$ cat config.mk
export PLATFORM = sky130hd
export DESIGN_NAME = output_uart_tx
export DESIGN_NICKNAME = d
export VERILOG_FILES = /design/src/rtl/output_uart_tx_pkg.sv /design/src/rtl/output_uart_tx_sync_fifo.sv /design/src/rtl/output_uart_tx.sv
export SDC_FILE = /design/constraint.sdc
export NUM_CORES = 1
export LEC_CHECK = 0
export BUFFER_PORTS_ARGS = -buffer_cell sky130_fd_sc_hd__buf_2
export CORE_MARGIN = 4
export CORE_UTILIZATION = 28
export CTS_CLUSTER_SIZE = 25
export DETAILED_ROUTE_END_ITERATION = 10
export GPL_ROUTABILITY_DRIVEN = 1
export REMOVE_ABC_BUFFERS = 1
export SLEW_MARGIN = 20
export SYNTH_ARGS = -nofsm -noshare
export SYNTH_HDL_FRONTEND = slang
export SYNTH_SLANG_ARGS = --single-unit
$ cat constraint.sdc
create_clock -name clk -period 6.8 [get_ports clk]
set_clock_uncertainty 0.15 [all_clocks]
set_input_delay 0.34 -clock clk [delete_from_list [all_inputs] [get_ports clk]]
set_output_delay 0.34 -clock clk [all_outputs]
set_load 0.005 [all_outputs]
$ cat src/rtl/output_uart_tx_pkg.sv
// output_uart_tx_pkg: output port IDs, UART state encoding and default bit timing
package output_uart_tx_pkg;
  localparam logic [1:0] P0 = 2'd0;
  localparam logic [1:0] P1 = 2'd1;
  localparam logic [1:0] P2 = 2'd2;
  localparam logic [1:0] P3 = 2'd3;
  localparam int DEFAULT_CLKS_PER_BIT = 16;
  typedef enum logic [1:0] {IDLE, START, DATA, STOP} uart_state_e;
endpackage

$ cat src/rtl/output_uart_tx_sync_fifo.sv
// output_uart_tx_sync_fifo: show-ahead sync FIFO (push/pop/din -> dout/full/empty/count), sync active-high reset
module output_uart_tx_sync_fifo #(
  parameter int WIDTH = 8,
  parameter int DEPTH = 4,
  localparam int AW = $clog2(DEPTH)
) (
  input  logic             clk,
  input  logic             reset,
  input  logic             push,
  input  logic             pop,
  input  logic [WIDTH-1:0] din,
  output logic [WIDTH-1:0] dout,
  output logic             full,
  output logic             empty,
  output logic [AW:0]      count
);
  logic [WIDTH-1:0] mem_q [DEPTH];
  logic [AW-1:0] wptr_q, rptr_q;
  logic [AW:0] cnt_q;
  logic do_push, do_pop;
  assign full = cnt_q == (AW+1)'(DEPTH);
  assign empty = cnt_q == '0;
  assign count = cnt_q;
  assign dout = mem_q[rptr_q];
  assign do_push = push && !full;
  assign do_pop = pop && !empty;
  always_ff @(posedge clk) begin
    if (do_push) mem_q[wptr_q] <= din;
    if (reset) begin
      wptr_q <= '0;
      rptr_q <= '0;
      cnt_q <= '0;
    end else begin
      wptr_q <= wptr_q + AW'(do_push);
      rptr_q <= rptr_q + AW'(do_pop);
      cnt_q <= cnt_q + (AW+1)'(do_push) - (AW+1)'(do_pop);
    end
  end
endmodule

$ cat src/rtl/output_uart_tx.sv
// output_uart_tx: 8N1 UART transmitter fed by CPU output-port writes (we/sel_port/in_RD2 -> FIFO -> tx; status busy/full/empty/overflow)
module output_uart_tx
  import output_uart_tx_pkg::*;
#(
  parameter int CLKS_PER_BIT = DEFAULT_CLKS_PER_BIT,
  parameter int FIFO_DEPTH = 4,
  parameter logic [1:0] PORT_ID = P3
) (
  input  logic       clk,
  input  logic       reset,
  input  logic       we,
  input  logic [1:0] sel_port,
  input  logic [7:0] in_RD2,
  input  logic       clr_overflow,
  output logic       tx,
  output logic       tx_busy,
  output logic       fifo_full,
  output logic       fifo_empty,
  output logic       overflow
);
  localparam int BW = $clog2(CLKS_PER_BIT);
  localparam int CW = $clog2(FIFO_DEPTH) + 1;
  uart_state_e state_q;
  logic [BW-1:0] baud_q;
  logic [2:0] bit_q;
  logic [7:0] shift_q, dout;
  logic tx_q, busy_q, ovf_q, ovf_d;
  logic wr, push, pop, bit_end, f_full, f_empty;
  logic [CW-1:0] count;
  assign wr = we && sel_port == PORT_ID;
  assign push = wr && !f_full;
  assign bit_end = baud_q == BW'(CLKS_PER_BIT - 1);
  // the next byte is taken either from idle or straight at the end of a stop bit, so frames abut
  assign pop = !f_empty && (state_q == IDLE || (state_q == STOP && bit_end));
  assign ovf_d = (wr && f_full) || (ovf_q && !clr_overflow);
  assign tx = tx_q;
  assign tx_busy = busy_q;
  assign fifo_full = count == CW'(FIFO_DEPTH);
  assign fifo_empty = count == '0;
  assign overflow = ovf_q;
  output_uart_tx_sync_fifo #(.WIDTH(8), .DEPTH(FIFO_DEPTH)) u_fifo (
    .clk(clk), .reset(reset), .push(push), .pop(pop), .din(in_RD2),
    .dout(dout), .full(f_full), .empty(f_empty), .count(count)
  );
  always_ff @(posedge clk) begin
    if (reset) begin
      state_q <= IDLE;
      tx_q <= 1'b1;
      busy_q <= 1'b0;
      baud_q <= '0;
      bit_q <= '0;
      shift_q <= '0;
      ovf_q <= 1'b0;
    end else begin
      ovf_q <= ovf_d;
      baud_q <= (state_q == IDLE || bit_end) ? '0 : baud_q + 1'b1;
      case (state_q)
        IDLE: if (pop) begin
          shift_q <= dout;
          tx_q <= 1'b0;
          busy_q <= 1'b1;
          state_q <= START;
        end
        START: if (bit_end) begin
          tx_q <= shift_q[0];
          shift_q <= shift_q >> 1;
          bit_q <= '0;
          state_q <= DATA;
        end
        DATA: if (bit_end) begin
          bit_q <= bit_q + 1'b1;
          if (bit_q == 3'd7) begin
            tx_q <= 1'b1;
            state_q <= STOP;
          end else begin
            tx_q <= shift_q[0];
            shift_q <= shift_q >> 1;
          end
        end
        STOP: if (bit_end) begin
          if (pop) begin
            shift_q <= dout;
            tx_q <= 1'b0;
            state_q <= START;
          end else begin
            tx_q <= 1'b1;
            busy_q <= 1'b0;
            state_q <= IDLE;
          end
        end
        default: state_q <= IDLE;
      endcase
    end
  end
endmodule

==> run summary <==
slowest CP cell: dfxtp_1
clk_lat worst skew: 330 ps
WL/cell: 13.9 um
XOR/XNOR Fraction of Synth Area: 2.38%
global-route wire length before repair: 7.41 mm
Crit Path Category: flop to flop
vias in the first global route: 1535
Post-CTS Setup Bufs: 0
Net Sw Frac: 36.4%
Tmin final: 2650 ps
largest family of logic cells by synthesized area: compound AO/OA/AOI/OAI gates
Worst VDD drop: 0.000127 V
most frequent cell after synthesis: edfxtp_1
ys async rst share: 0%
# rows: 34
DRC Markers: 0
Setup TNS: 0 ps
grt ovf: 0
hold path depth: 1
area leader, netlist: edfxtp_1
# H-tree levels: 3
Nets: 235
Core Region: 8850 um^2
ys flop type: edfxtp_1
Synth cell types: 44
startpoint types: flop
Slew Limit Fails: 0
CTS Root Cell: clkbuf_8
synth warn: 0
commonest cells in the synthesized netlist: edfxtp_1, dfxtp_1, a21oi_1, nor2_1, ha_1
clk buf depth: 2
status: finished, final reports clean
Synth-to-Final Area Change: 14.3%
# hold bufs at CTS: 0
complex-gate fraction of the synthesized area: 11.4%
antenna violations before repair: 0
antenna viol nets, final: 0
Ant. Diodes: 0
port bufs: 18
Tightest Hold Check Type: primary input to flop
internal power: 809 uW
CTS buffer count: 9
post-synthesis sequential area ratio: 58.2%
Synth Area per Inst: 13.7 um^2
FF+latch count, synth: 59
drt first pass iters: 4
Fmax achieved: 377 MHz
cell area after synthesis: 2580 um^2
Sequential Power Share: 36.9%
Post-Place Setup Slack: 4200 ps
Combinational Power Share: 39.1%
Worst Tran Pin Value: 995 ps
Net Sw Power: 464 uW
Leakage: 1.08 nW
Detailed Route WL: 4.49 mm
Final setup viols: 0
area of the multi-input gates: 991 um^2
die area: 10800 um^2
FF+latch area: 1500 um^2
CTS sink cnt: 59
Worst Path Max Fanout: 6
routability cong.: 0.761
via count: 1540
crit share post-route: 39.0%
Crit path largest cell delay: 400 ps
die extent in y: 104 um
synth top area cells: edfxtp_1, dfxtp_1, mux4_2, ha_1, mux2i_1
pwr dens: 432 nW/um^2
vias per std cell: 4.77
mux contribution to synthesized area: 10.1%
fraction of layout cells with a size suffix above 1: 25.6%
Gate Count Post-Synth: 189
largest net degree at the start of global routing: 26
final setup margin: 4150 ps
reg2reg path depth: 11
fillers: 888
max cap viols: 0
Starting DRT DRC Count: 65
Hold Violations, Final: 0
post_cts resized: 0
Chip Width: 104 um
relative slew slack: 33.5%
critical path required time: 6850 ps
RSZ-0062 raised after global routing: no
Clk pwr share: 24.0%
Worst-path clk slew: 70 ps
CTS tree: yes
crit end category: flop
Post-synth EDFFs: 32
num ports: 19
Post-Synth Simple-Gate Area: 8.68%
critical path cell sequence: ha_1, a41o_2, nand2_1, nor2_1, a21o_1, ha_1, inv_1, fa_1, xor2_1, xnor2_1, nor2_1
Worst Path Arrival: 2700 ps
initial core utilization: 29.2%
Synth top area share: 37.2%
Synth Area in Adders: 5.63%
GRT Overall Usage: 8.73%
Detailed Place HPWL: 3.00 mm
[flip-flops by register name (all words and copies together), names as in the netlist]
register / cells
shift_q: 8
u_fifo.wptr_q: 2
baud_q: 4
overflow: 1
u_fifo.mem_q: 32
tx_busy: 1
bit_q: 3
tx: 1
state_q: 2
u_fifo.count: 3
u_fifo.rptr_q: 2
[worst paths after layout]
check / from / endpoint / slack, ps
hold / removal: in_RD2[5] / u_fifo.mem_q[3][5] / 80
hold reg to reg: baud_q[0] / baud_q[0] / 300
setup reg to reg: state_q[1] / u_fifo.count[2] / 4150
setup / recovery: state_q[1] / u_fifo.count[2] / 4150
[cells in the final DEF, fill, tap and decap left out, types with 2 or more instances in the layout]
cell and n:
a21oi_2 2, nand2_1 6, xnor2_1 3, and3_1 2, a21oi_1 15, nor2b_1 2
clkinv_4 2, o31ai_1 2, clkinv_2 3, nand3_1 3, or3_1 2, dfxtp_1 27
o21ai_0 2, edfxtp_1 32, mux4_2 8, nor2_1 15, clkinvlp_4 2, ha_1 10
a311oi_1 7, clkbuf_8 9, nand2b_1 2, xor2_1 4, mux2i_1 8, nand4_1 4
inv_1 5, buf_2 18
[layout make-up]
type	count	area share (%)
Tap cell	108	4.58
Clock buffer	9	4.20
Clock inverter	7	2.33
Timing Repair Buffer	19	3.31
Multi-Input combinational cell	114	33.6
Inverter	7	1.06
Sequential cell	59	50.9
[logic make-up after synthesis]
family	count (synthesis)
flip-flops	59
AND/OR/NAND/NOR	42
AO/OA/AOI/OAI	38
buffers and inverters	16
multiplexers	16
adder cells (fa/ha/maj)	11
XOR/XNOR	7
[layer usage]
metal	track usage [%]	up-vias	part of all wire, %
met3	2.67	7	2.8
met5	0	-	0
met4	4.56	0	1.5
li1	-	760	-
met2	14.0	18	47
met1	10.5	755	49
[stage by stage]
stage | std cells | hold slack (ps) | total power, mW | utilization, % | area (um^2)
after floorplan | 180 | 259 | 0.863 | - | 2520
after global placement | 307 | 280 | 0.963 | 31.2 | 2760
after detailed placement | 307 | 288 | 0.977 | 31.2 | 2760
after CTS | 323 | 61.5 | 1.29 | 33.3 | 2950
after global routing | 323 | 61.0 | 1.36 | 33.3 | 2950
final | 323 | 76.0 | 1.27 | 33.3 | 2950
[critical path: cells and delay by family, from the launching register on]
kind                       cells  cell delay [ps]
buffers and inverters          1               50
adders and majority gates      3              840
DFF                            1              400
AOI/OAI and AO/OA              2              390
and+or+nand+nor                3              390
xor gates and xnor gates       2              320
[power by group through the flow]
stage	clock network [mW]	registers, mW	logic, mW
finish	0.305	0.470	0.498
global route	0.330	0.480	0.554
CTS	0.314	0.472	0.501
detailed placement	0	0.479	0.497
global placement	0	0.479	0.485
floorplan	0	0.468	0.395
No activity file was read; power rests on OpenSTA's default activity.
